==> config.mk <==
export PLATFORM = sky130hd
export DESIGN_NAME = upstream_order_tx_flat
export DESIGN_NICKNAME = d
export VERILOG_FILES = /design/src/rtl/upstream_pkg.sv /design/src/rtl/upstream_order_tx_if.sv /design/src/rtl/upstream_order_tx_fifo.sv /design/src/rtl/upstream_order_tx.sv /design/src/flat_wrapper.sv
export SDC_FILE = /design/constraint.sdc
export NUM_CORES = 1
export LEC_CHECK = 0
export ABC_AREA = 1
export BUFFER_PORTS_ARGS = -buffer_cell sky130_fd_sc_hd__buf_2
export CORE_MARGIN = 1.5
export CORE_UTILIZATION = 25
export DETAILED_ROUTE_END_ITERATION = 12
export GPL_ROUTABILITY_DRIVEN = 0
export GPL_TIMING_DRIVEN = 0
export PLACE_DENSITY = 0.54
export SYNTH_ARGS = -nofsm -noshare
export SYNTH_HDL_FRONTEND = slang
export SYNTH_SLANG_ARGS = --single-unit
==> constraint.sdc <==
create_clock -name clk -period 3.01 [get_ports clk]
set_input_delay 0 -clock clk [delete_from_list [all_inputs] [get_ports clk]]
set_output_delay 0 -clock clk [all_outputs]
set_load 0.005 [all_outputs]
==> src/rtl/upstream_pkg.sv <==
// Shared definitions for the upstream order path: controller states and the
// default bus widths also used by downstream_top.
package upstream_pkg;

    localparam int DEF_DATA_WIDTH = 32;
    localparam int DEF_ADDR_WIDTH = 5;

    typedef enum logic [1:0] {
        IDLE,
        ISSUE,
        SETTLE,
        REPORT
    } state_t;

endpackage

==> src/rtl/upstream_order_tx_if.sv <==
// Order request, downstream write/readback and response signals of upstream_order_tx.
// The master side is whoever feeds orders and consumes responses; the block is the slave.
interface upstream_order_tx_if
    import upstream_pkg::*;
#(
    parameter int DATA_WIDTH = DEF_DATA_WIDTH,
    parameter int ADDR_WIDTH = DEF_ADDR_WIDTH
);

    logic                  in_valid;
    logic                  in_ready;
    logic [ADDR_WIDTH-1:0] in_client_id;
    logic [DATA_WIDTH-1:0] in_amount;
    logic                  memwr;
    logic [ADDR_WIDTH-1:0] client_id;
    logic [DATA_WIDTH-1:0] amount;
    logic [DATA_WIDTH-1:0] cancelled_orders;
    logic                  resp_valid;
    logic                  resp_ready;
    logic [ADDR_WIDTH-1:0] resp_client_id;
    logic [DATA_WIDTH-1:0] resp_cancelled;

    modport master (
        output in_valid, in_client_id, in_amount, cancelled_orders, resp_ready,
        input  in_ready, memwr, client_id, amount, resp_valid, resp_client_id, resp_cancelled
    );

    modport slave (
        input  in_valid, in_client_id, in_amount, cancelled_orders, resp_ready,
        output in_ready, memwr, client_id, amount, resp_valid, resp_client_id, resp_cancelled
    );

endinterface

==> src/rtl/upstream_order_tx_fifo.sv <==
// order_fifo: power-of-two deep buffer of pending orders with synchronous reset.
// Head entry is presented combinationally on pop_data.
module order_fifo #(
    parameter int WIDTH = 37,
    parameter int DEPTH = 4
) (
    input  logic             clk,
    input  logic             reset,
    input  logic             push,
    input  logic [WIDTH-1:0] push_data,
    input  logic             pop,
    output logic [WIDTH-1:0] pop_data,
    output logic             full,
    output logic             empty
);

    localparam int PTR_W = $clog2(DEPTH);

    logic [WIDTH-1:0] mem [DEPTH];
    logic [PTR_W-1:0] wr_ptr;
    logic [PTR_W-1:0] rd_ptr;
    logic [PTR_W:0]   count;
    logic             do_push;
    logic             do_pop;

    assign full     = (count == (PTR_W+1)'(DEPTH));
    assign empty    = (count == '0);
    assign do_push  = push && !full;
    assign do_pop   = pop && !empty;
    assign pop_data = mem[rd_ptr];

    // Pointers wrap naturally because DEPTH is a power of two.
    always_ff @(posedge clk) begin
        if (reset) begin
            wr_ptr <= '0;
            rd_ptr <= '0;
            count  <= '0;
        end else begin
            if (do_push) wr_ptr <= wr_ptr + 1'b1;
            if (do_pop)  rd_ptr <= rd_ptr + 1'b1;
            case ({do_push, do_pop})
                2'b10:   count <= count + 1'b1;
                2'b01:   count <= count - 1'b1;
                default: count <= count;
            endcase
        end
    end

    always_ff @(posedge clk) begin
        if (do_push) mem[wr_ptr] <= push_data;
    end

endmodule

==> src/rtl/upstream_order_tx.sv <==
// Buffers client orders and issues them one at a time to downstream_top, then reports
// the sampled cancelled_orders. Define UPSTREAM_ORDER_TX_STATS_EN to add sent/dropped counters.
module upstream_order_tx
    import upstream_pkg::*;
#(
    parameter int DATA_WIDTH    = DEF_DATA_WIDTH,
    parameter int ADDR_WIDTH    = DEF_ADDR_WIDTH,
    parameter int FIFO_DEPTH    = 4,
    parameter int SETTLE_CYCLES = 2
) (
    input  logic               clk,
    input  logic               reset,
    upstream_order_tx_if.slave bus,
    output logic               busy
`ifdef UPSTREAM_ORDER_TX_STATS_EN
    ,
    output logic [31:0]        orders_sent,
    output logic [31:0]        orders_dropped
`endif
);

    localparam int         ORDER_WIDTH = ADDR_WIDTH + DATA_WIDTH;
    localparam logic [3:0] SETTLE_LAST = 4'(SETTLE_CYCLES - 1);

    state_t                 state;
    state_t                 state_next;
    logic [ORDER_WIDTH-1:0] head;
    logic                   fifo_full;
    logic                   fifo_empty;
    logic                   push;
    logic                   pop;
    logic                   issue_strobe;
    logic                   report_valid;
    logic [3:0]             settle_cnt;
    logic                   settle_last;
    logic [ADDR_WIDTH-1:0]  cur_client;
    logic [DATA_WIDTH-1:0]  cur_amount;
    logic [ADDR_WIDTH-1:0]  rsp_client;
    logic [DATA_WIDTH-1:0]  rsp_cancelled;

    // in_ready depends only on the buffer, so a full buffer refuses even while popping.
    assign push        = bus.in_valid && !fifo_full;
    assign settle_last = (settle_cnt == SETTLE_LAST);

    order_fifo #(
        .WIDTH (ORDER_WIDTH),
        .DEPTH (FIFO_DEPTH)
    ) u_fifo (
        .clk       (clk),
        .reset     (reset),
        .push      (push),
        .push_data ({bus.in_client_id, bus.in_amount}),
        .pop       (pop),
        .pop_data  (head),
        .full      (fifo_full),
        .empty     (fifo_empty)
    );

    always_ff @(posedge clk) begin
        if (reset) state <= IDLE;
        else       state <= state_next;
    end

    always_comb begin
        state_next = state;
        case (state)
            IDLE:    if (!fifo_empty)    state_next = ISSUE;
            ISSUE:                       state_next = SETTLE;
            SETTLE:  if (settle_last)    state_next = REPORT;
            REPORT:  if (bus.resp_ready) state_next = IDLE;
            default:                     state_next = IDLE;
        endcase
    end

    always_comb begin
        pop          = 1'b0;
        issue_strobe = 1'b0;
        report_valid = 1'b0;
        case (state)
            IDLE:    pop          = !fifo_empty;
            ISSUE:   issue_strobe = 1'b1;
            REPORT:  report_valid = 1'b1;
            default: ;
        endcase
        busy = (state != IDLE) || !fifo_empty;
    end

    // The popped order stays on client_id/amount until the next pop replaces it.
    always_ff @(posedge clk) begin
        if (reset) begin
            cur_client    <= '0;
            cur_amount    <= '0;
            rsp_client    <= '0;
            rsp_cancelled <= '0;
            settle_cnt    <= '0;
        end else begin
            if (pop) {cur_client, cur_amount} <= head;
            if (state == SETTLE) settle_cnt <= settle_cnt + 4'd1;
            else                 settle_cnt <= '0;
            if (state == SETTLE && settle_last) begin
                rsp_cancelled <= bus.cancelled_orders;
                rsp_client    <= cur_client;
            end
        end
    end

`ifdef UPSTREAM_ORDER_TX_STATS_EN
    always_ff @(posedge clk) begin
        if (reset) begin
            orders_sent    <= '0;
            orders_dropped <= '0;
        end else begin
            if (state == ISSUE)                orders_sent    <= orders_sent + 32'd1;
            if (bus.in_valid && fifo_full)     orders_dropped <= orders_dropped + 32'd1;
        end
    end
`endif

    assign bus.in_ready       = !fifo_full;
    assign bus.memwr          = issue_strobe;
    assign bus.client_id      = cur_client;
    assign bus.amount         = cur_amount;
    assign bus.resp_valid     = report_valid;
    assign bus.resp_client_id = rsp_client;
    assign bus.resp_cancelled = rsp_cancelled;

endmodule

==> src/flat_wrapper.sv <==
// flat-port wrapper written by rule: the top's interface ports become plain ports
module upstream_order_tx_flat import upstream_pkg::*;
#(
    parameter int DATA_WIDTH    = DEF_DATA_WIDTH,
    parameter int ADDR_WIDTH    = DEF_ADDR_WIDTH,
    parameter int FIFO_DEPTH    = 4,
    parameter int SETTLE_CYCLES = 2
)
  (clk, reset, busy, bus_in_valid, bus_in_client_id, bus_in_amount, bus_cancelled_orders, bus_resp_ready, bus_in_ready, bus_memwr, bus_client_id, bus_amount, bus_resp_valid, bus_resp_client_id, bus_resp_cancelled);
  upstream_order_tx_if #(.DATA_WIDTH(DATA_WIDTH), .ADDR_WIDTH(ADDR_WIDTH)) bus_i ();
  input  logic clk;
  input  logic reset;
  output logic busy;
  input wire logic [$bits(bus_i.in_valid)-1:0] bus_in_valid;
  input wire logic [$bits(bus_i.in_client_id)-1:0] bus_in_client_id;
  input wire logic [$bits(bus_i.in_amount)-1:0] bus_in_amount;
  input wire logic [$bits(bus_i.cancelled_orders)-1:0] bus_cancelled_orders;
  input wire logic [$bits(bus_i.resp_ready)-1:0] bus_resp_ready;
  output wire logic [$bits(bus_i.in_ready)-1:0] bus_in_ready;
  output wire logic [$bits(bus_i.memwr)-1:0] bus_memwr;
  output wire logic [$bits(bus_i.client_id)-1:0] bus_client_id;
  output wire logic [$bits(bus_i.amount)-1:0] bus_amount;
  output wire logic [$bits(bus_i.resp_valid)-1:0] bus_resp_valid;
  output wire logic [$bits(bus_i.resp_client_id)-1:0] bus_resp_client_id;
  output wire logic [$bits(bus_i.resp_cancelled)-1:0] bus_resp_cancelled;
  assign bus_i.in_valid = bus_in_valid;
  assign bus_i.in_client_id = bus_in_client_id;
  assign bus_i.in_amount = bus_in_amount;
  assign bus_i.cancelled_orders = bus_cancelled_orders;
  assign bus_i.resp_ready = bus_resp_ready;
  assign bus_in_ready = bus_i.in_ready;
  assign bus_memwr = bus_i.memwr;
  assign bus_client_id = bus_i.client_id;
  assign bus_amount = bus_i.amount;
  assign bus_resp_valid = bus_i.resp_valid;
  assign bus_resp_client_id = bus_i.resp_client_id;
  assign bus_resp_cancelled = bus_i.resp_cancelled;
  upstream_order_tx #(.DATA_WIDTH(DATA_WIDTH), .ADDR_WIDTH(ADDR_WIDTH), .FIFO_DEPTH(FIFO_DEPTH), .SETTLE_CYCLES(SETTLE_CYCLES)) u_core (.clk(clk), .reset(reset), .bus(bus_i), .busy(busy));
endmodule
==> results of run 1 <==
==> timing repair <==
item                                    CTS  global route
hold endpoints to repair                183             0
endpoints found under the setup margin    0             0
hold buffers                             71             0
==> sequential cells by signal (all words and copies together) (netlist names) <==
signal and cells:
u_core.bus.client_id 5, u_core.u_fifo.wr_ptr 2, u_core.state 2, u_core.bus.resp_cancelled 32, u_core.bus.resp_client_id 5, u_core.u_fifo.mem 148, u_core.u_fifo.count 3, u_core.bus.amount 32
u_core.settle_cnt 4, u_core.u_fifo.rd_ptr 2
==> through the flow <==
stage / total power (uW) / utilization, %
4_1_cts: 10460 / 33.86
3_5_place_dp: 7119 / 29.38
3_3_place_gp: 7051 / 29.05
2_1_floorplan: 5972 / -
6_report: 10310 / 33.86
5_1_grt: 10990 / 33.86
==> power by group through the flow <==
stage	logic (uW)	clock network, uW	registers (uW)
final	3010	3240	4060
after global routing	3430	3450	4110
after CTS	3080	3310	4070
after detailed placement	2980	0	4140
after global placement	2900	0	4150
after floorplan	1830	0	4140
==> metal layers <==
layer | vias to the layer above | routed length [microns] | share of wire, % | global-route usage, %
met5 | - | 0 | 0 | 0
met4 | 0 | 456 | 1.9 | 3.041
met3 | 34 | 1264 | 5.2 | 2.109
met2 | 180 | 11360 | 47 | 22.50
met1 | 3082 | 11090 | 46 | 16.40
li1 | 3374 | - | - | -
==> worst max-delay path, stage by stage (launching register included) <==
cell	delay [ns]
dfxtp_1	0.34
inv_1	0.11
ha_1	0.20
nand2_2	0.13
inv_2	0.10
buf_6	0.14
buf_6	0.15
ha_1	0.16
inv_1	0.06
fa_1	0.38
nand2_1	0.08
nand3_1	0.08
o21ai_0	0.15
a21oi_1	0.05
==> placed cells by master (no fill, tap or decap), types with 5 or more instances in the layout <==
master	n
clkinvlp_4	5
dlygate4sd3_1	71
nor2_1	234
buf_4	6
inv_1	55
edfxtp_1	148
buf_2	170
dfxtp_1	87
o21ai_0	97
clkbuf_8	5
a21oi_1	45
ha_1	12
clkbuf_1	17
o21ai_1	58
clkbuf_16	25
nand2_1	51
==> kinds of logic after synthesis <==
| kind of cell | synth area share [%] |
|---|---|
| compound gates | 11.23 |
| xor+xnor | 0.09754 |
| fa+ha+maj | 1.895 |
| buf+inv | 5.252 |
| flops | 68.88 |
| simple gates | 12.65 |
==> how the worst max path moves through the flow <==
stage	endpoint	depth (start not counted)
floorplan	u_core.u_fifo.mem[0][0]	4
global placement	u_core.u_fifo.mem[3][15]	4
detailed placement	u_core.u_fifo.count[2]	13
CTS	u_core.u_fifo.count[2]	13
global route	u_core.u_fifo.count[2]	13
finish	u_core.u_fifo.count[2]	13
==> final cells by class <==
class / count / area, sq um
fillers: 3593 / 23470
flip-flops and latches: 235 / 6186
multi-input cells: 513 / 2354
repair buffers: 225 / 1549
clock buffers: 31 / 699.4
well taps: 461 / 576.8
plain buffers: 49 / 254.0
inverters: 58 / 217.7
clock inverters: 15 / 177.7
==> impl_metrics.env, run 1 <==
export IMPL_drive_gt1_share_pct=21.23
export IMPL_slew_headroom_pct=50.60
export IMPL_pwr_share_clk_pct=31.4
export IMPL_antenna_found_initial=0
export IMPL_final_antenna_net_count=0
export IMPL_grt_max_degree=24
export IMPL_num_vias=6670
export IMPL_min_path_cells=3
export IMPL_ys_ff_latch=235
export IMPL_report_final_hold_viol_count=0
export IMPL_drv_slew=0
export IMPL_fp_dieH_microns=192.5
export IMPL_post_place_ws_ns=0.7389
export IMPL_fin_area_sq_um=12010
export IMPL_run_status="complete, no violations"
export IMPL_die_x_microns=192.5
export IMPL_synth_edff_count=148
export IMPL_pin_count=151
export IMPL_port_buffers=150
export IMPL_cts_sinks=235
export IMPL_finalWirelength_microns=24170
export IMPL_async_flop_share_pct=0
export IMPL_synth_ff_type="edfxtp_1"
export IMPL_max_freq_ghz=0.4429
export IMPL_finalCriticalPeriod_ns=2.258
export IMPL_min_from="bus_in_valid"
export IMPL_whs_endpoint="u_core.u_fifo.wr_ptr[1]"
export IMPL_clkTransAtPathRegs_ns=0.06
export IMPL_crit_path_max_fanout=10
export IMPL_cts_resized=0
export IMPL_cp_end_kind="flip-flop"
export IMPL_die_area_sq_um=37070
export IMPL_r2r_end="u_core.u_fifo.count[2]"
export IMPL_worst_pin_slew_ns=0.7393
export IMPL_cp_required_ns=3.43
export IMPL_worstPathArrival_ns=2.67
export IMPL_first_iter_violations=286
export IMPL_clock_skew_ns=0.01054
export IMPL_tns_ns=0
export IMPL_drtPass1Iterations=4
export IMPL_fin_cells=1587
export IMPL_ys_warn_count=0
export IMPL_synthDistinctLibCells=23
export IMPL_dp_hpwl_microns=15900
export IMPL_power_switching_uw=3449
export IMPL_grt_usage_pct=12.82
export IMPL_overflow=0
export IMPL_criticalPathCategory="reg -> reg"
export IMPL_synth_fp_nets=941
export IMPL_synth_cells=855
export IMPL_p_leak_uw=0.004710
export IMPL_yosysMostFrequentCell="nor2_1"
export IMPL_hold_worst_slack_ns=0.1390
export IMPL_dp_cells=1470
export IMPL_core_area_sq_um=35480
export IMPL_period_share_pct=75.01
export IMPL_start_util_pct=25.31
export IMPL_swShare_pct=33.45
export IMPL_postCtsSetupRepairBufs=0
export IMPL_synth_common_cells="nor2_1, edfxtp_1, o21ai_0"
export IMPL_worst_slack_ns=0.7521
export IMPL_ys_seq_area_share_pct=68.88
export IMPL_grt_pass1_wl_microns=36650
export IMPL_cts_htree_levels=1
export IMPL_cts_made_buffers=25
export IMPL_yosys_area_top_type="edfxtp_1"
export IMPL_seqPwrFrac_pct=39.4
export IMPL_irDropWorstVdd_uv=447.6
export IMPL_via_per_inst=4.203
export IMPL_area_growth_pct=33.77
export IMPL_wl_per_cell_microns=15.23
export IMPL_finalSetupViolCount=0
export IMPL_place_area_sq_um=10430
export IMPL_p_per_area_nw_per_um2=858.2
export IMPL_combPwrFrac_pct=29.2
export IMPL_finalNetCount=1193
export IMPL_clk_latency_ns=0.53
export IMPL_synth_top_area_share_pct=49.48
export IMPL_drc=0
export IMPL_r2r_slack_ns=0.75
export IMPL_hold_class="in -> reg"
export IMPL_root_buffer="clkbuf_16"
export IMPL_grt_pass1_vias=6673
export IMPL_clock_path_buffers=3
export IMPL_reg2reg_depth=13
export IMPL_cts_tree="done"
export IMPL_startpoint="u_core.state[1]"
export IMPL_rsz0062_at_grt="false"
export IMPL_crit_reg2reg_launch="u_core.state[1]"
export IMPL_synthTopCellsByArea="edfxtp_1, dfxtp_1, nor2_1"
export IMPL_synth_area_per_cell_sq_um=10.50
export IMPL_cp_start_kind="flip-flop"
export IMPL_synth_area_sq_um=8981
export IMPL_placementRows=69
export IMPL_internal_power_uw=6862
export IMPL_drv_cap=0
export IMPL_n_antenna_cell=0
Note: power is estimated with default switching activity, not from simulation.
==> run 2, diff against run 1 <==
clock period = 2.1 ns   (was 3.01 ns; I/O delays follow)
==> run 2 against run 1 <==
  * Via count rose by 1.1%
  * Fmax rose by 18%
  * Total power increased by 44%
  * Combinational power is 46% higher
  * Die area unchanged
  * Flip-flop and latch count is the same
  * Worst setup slack worse by 0.57 ns
  * Sequential share of layout area decreased by 0.17 points
  * Largest cell class unchanged
==> impl_metrics.env, run 2 (synthesized netlist as in run 1, its figures left out) <==
export IMPL_run_status="complete, no violations"
export IMPL_p_per_area_nw_per_um2=1232
export IMPL_path_cells="inv_2 -> ha_4 -> nand2_4 -> inv_2 -> buf_12 -> ha_1 -> inv_1 -> fa_1 -> inv_1 -> nand2_1 -> nand3_1 -> o21ai_1 -> a21oi_1"
export IMPL_fp_dieH_microns=192.5
export IMPL_die_x_microns=192.5
export IMPL_cp_num_buf_inv=5
export IMPL_fin_area_sq_um=12050
export IMPL_drtPass1Iterations=5
export IMPL_irDropWorstVdd_uv=641.7
export IMPL_cp_start_kind="flip-flop"
export IMPL_clock_path_buffers=3
export IMPL_slew_headroom_pct=49.82
export IMPL_p_leak_uw=0.004722
export IMPL_worst_pin_slew_ns=0.7509
export IMPL_largest_reg_flops=148
export IMPL_seq_area_sq_um=6186
export IMPL_clock_skew_ns=0.01242
export IMPL_drv_slew=0
export IMPL_finalCriticalPeriod_ns=1.915
export IMPL_finish_utilization_pct=33.97
export IMPL_cts_tree="done"
export IMPL_dp_hpwl_microns=15900
export IMPL_criticalPathCategory="reg -> reg"
export IMPL_crit_path_max_fanout=5
export IMPL_clkTransAtPathRegs_ns=0.06
export IMPL_grt_max_degree=24
export IMPL_grt_pass1_wl_microns=36710
export IMPL_overflow=0
export IMPL_hold_worst_slack_ns=0.2161
export IMPL_num_vias=6745
export IMPL_final_cell_mix="nor2_1, buf_2, edfxtp_1, o21ai_0, dfxtp_1"
export IMPL_layout_commonest_cell="nor2_1"
export IMPL_drive_gt1_share_pct=21.56
export IMPL_finalNetCount=1194
export IMPL_root_buffer="clkbuf_16"
export IMPL_critPathMaxStageDelay_ns=0.37
export IMPL_top_register="u_core.u_fifo.mem"
export IMPL_hold_class="in -> reg"
export IMPL_final_antenna_net_count=0
export IMPL_cts_sinks=235
export IMPL_clk_latency_ns=0.53
export IMPL_first_iter_violations=279
export IMPL_area_growth_pct=34.22
export IMPL_worstPathArrival_ns=2.37
export IMPL_grt_pass1_vias=6685
export IMPL_period_share_pct=91.21
export IMPL_core_area_sq_um=35480
export IMPL_cts_htree_levels=1
export IMPL_post_place_ws_ns=-0.1711
export IMPL_placementRows=69
export IMPL_cp_end_kind="flip-flop"
export IMPL_via_per_inst=4.247
export IMPL_place_area_sq_um=10430
export IMPL_finalSetupViolCount=0
export IMPL_n_antenna_cell=0
export IMPL_antenna_found_initial=0
export IMPL_cp_required_ns=2.56
export IMPL_pin_count=151
export IMPL_grt_usage_pct=12.84
export IMPL_die_area_sq_um=37070
export IMPL_max_freq_ghz=0.5221
export IMPL_port_buffers=150
export IMPL_wl_per_cell_microns=15.23
export IMPL_finalWirelength_microns=24190
export IMPL_report_final_hold_viol_count=0
export IMPL_drv_cap=0
export IMPL_worst_slack_ns=0.1847
export IMPL_rsz0062_at_grt="false"
export IMPL_drc=0
export IMPL_cts_made_buffers=25
export IMPL_cp_top_family="adder cells"
export IMPL_start_util_pct=25.31
export IMPL_multi_input_area_sq_um=2379
export IMPL_n_fill_cell=3590
export IMPL_cp_slowest_cell="fa_1"
## run 2: final cells by class
| cell class | count | share of cell area, % |
|---|---|---|
| multi-input combinational | 513 | 19.73 |
| timing repair buffer | 227 | 13.00 |
| clock inverter | 15 | 1.474 |
| sequential | 235 | 51.32 |
| inverter | 58 | 1.806 |
| clock buffer | 31 | 5.802 |
| buffer | 48 | 2.086 |
| tap | 461 | 4.785 |
## run 2: worst register-to-register path: cells and delay by family, from the launching register on
| kind | cells | cell delay, ns |
|---|---|---|
| buf+inv | 5 | 0.42 |
| simple gates | 3 | 0.22 |
| flops | 1 | 0.34 |
| fa+ha+maj | 3 | 0.68 |
| compound gates | 2 | 0.18 |
## run 2: what timing repair did
item	in CTS	in global routing
resized for setup	6	4
setup endpoints to repair	21	1
hold buffers	72	0
hold endpoints to repair	185	0
setup buffers	0	1
## run 2: per-stage QoR
step	TNS, ns	std cells	power, uW
after floorplan	-80.15	855	8559
after global placement	-287.62	1466	10110
after detailed placement	-0.5210	1470	10200
after CTS	0	1587	15010
after global routing	0	1588	15820
final	0	1588	14850
## run 2: report_power, final
group / internal (uW) / switching [uW] / leakage [uW]
registers: 5590 / 241 / 0.00207
logic: 1540 / 2840 / 0.00223
clock network: 2750 / 1890 / 0.000420
## run 2: path summary, 6_finish.rpt
kind	startpoint	end	slack (ns)	depth (start not counted)
setup / recovery	u_core.state[0]	u_core.u_fifo.count[2]	0.18	13
setup reg to reg	u_core.state[0]	u_core.u_fifo.count[2]	0.18	13
hold reg to reg	u_core.bus.resp_cancelled[0]	u_core.bus.resp_cancelled[0]	0.44	2
hold / removal	bus_in_amount[4]	u_core.u_fifo.mem[3][4]	0.22	2
## run 2: routing by layer
metal | GRT usage (%) | vias to the layer above | wire length (microns)
met5 | 0 | - | 0
met4 | 3.041 | 0 | 436
met3 | 2.128 | 34 | 1248
met2 | 22.52 | 185 | 11380
met1 | 16.42 | 3144 | 11120
li1 | - | 3382 | -
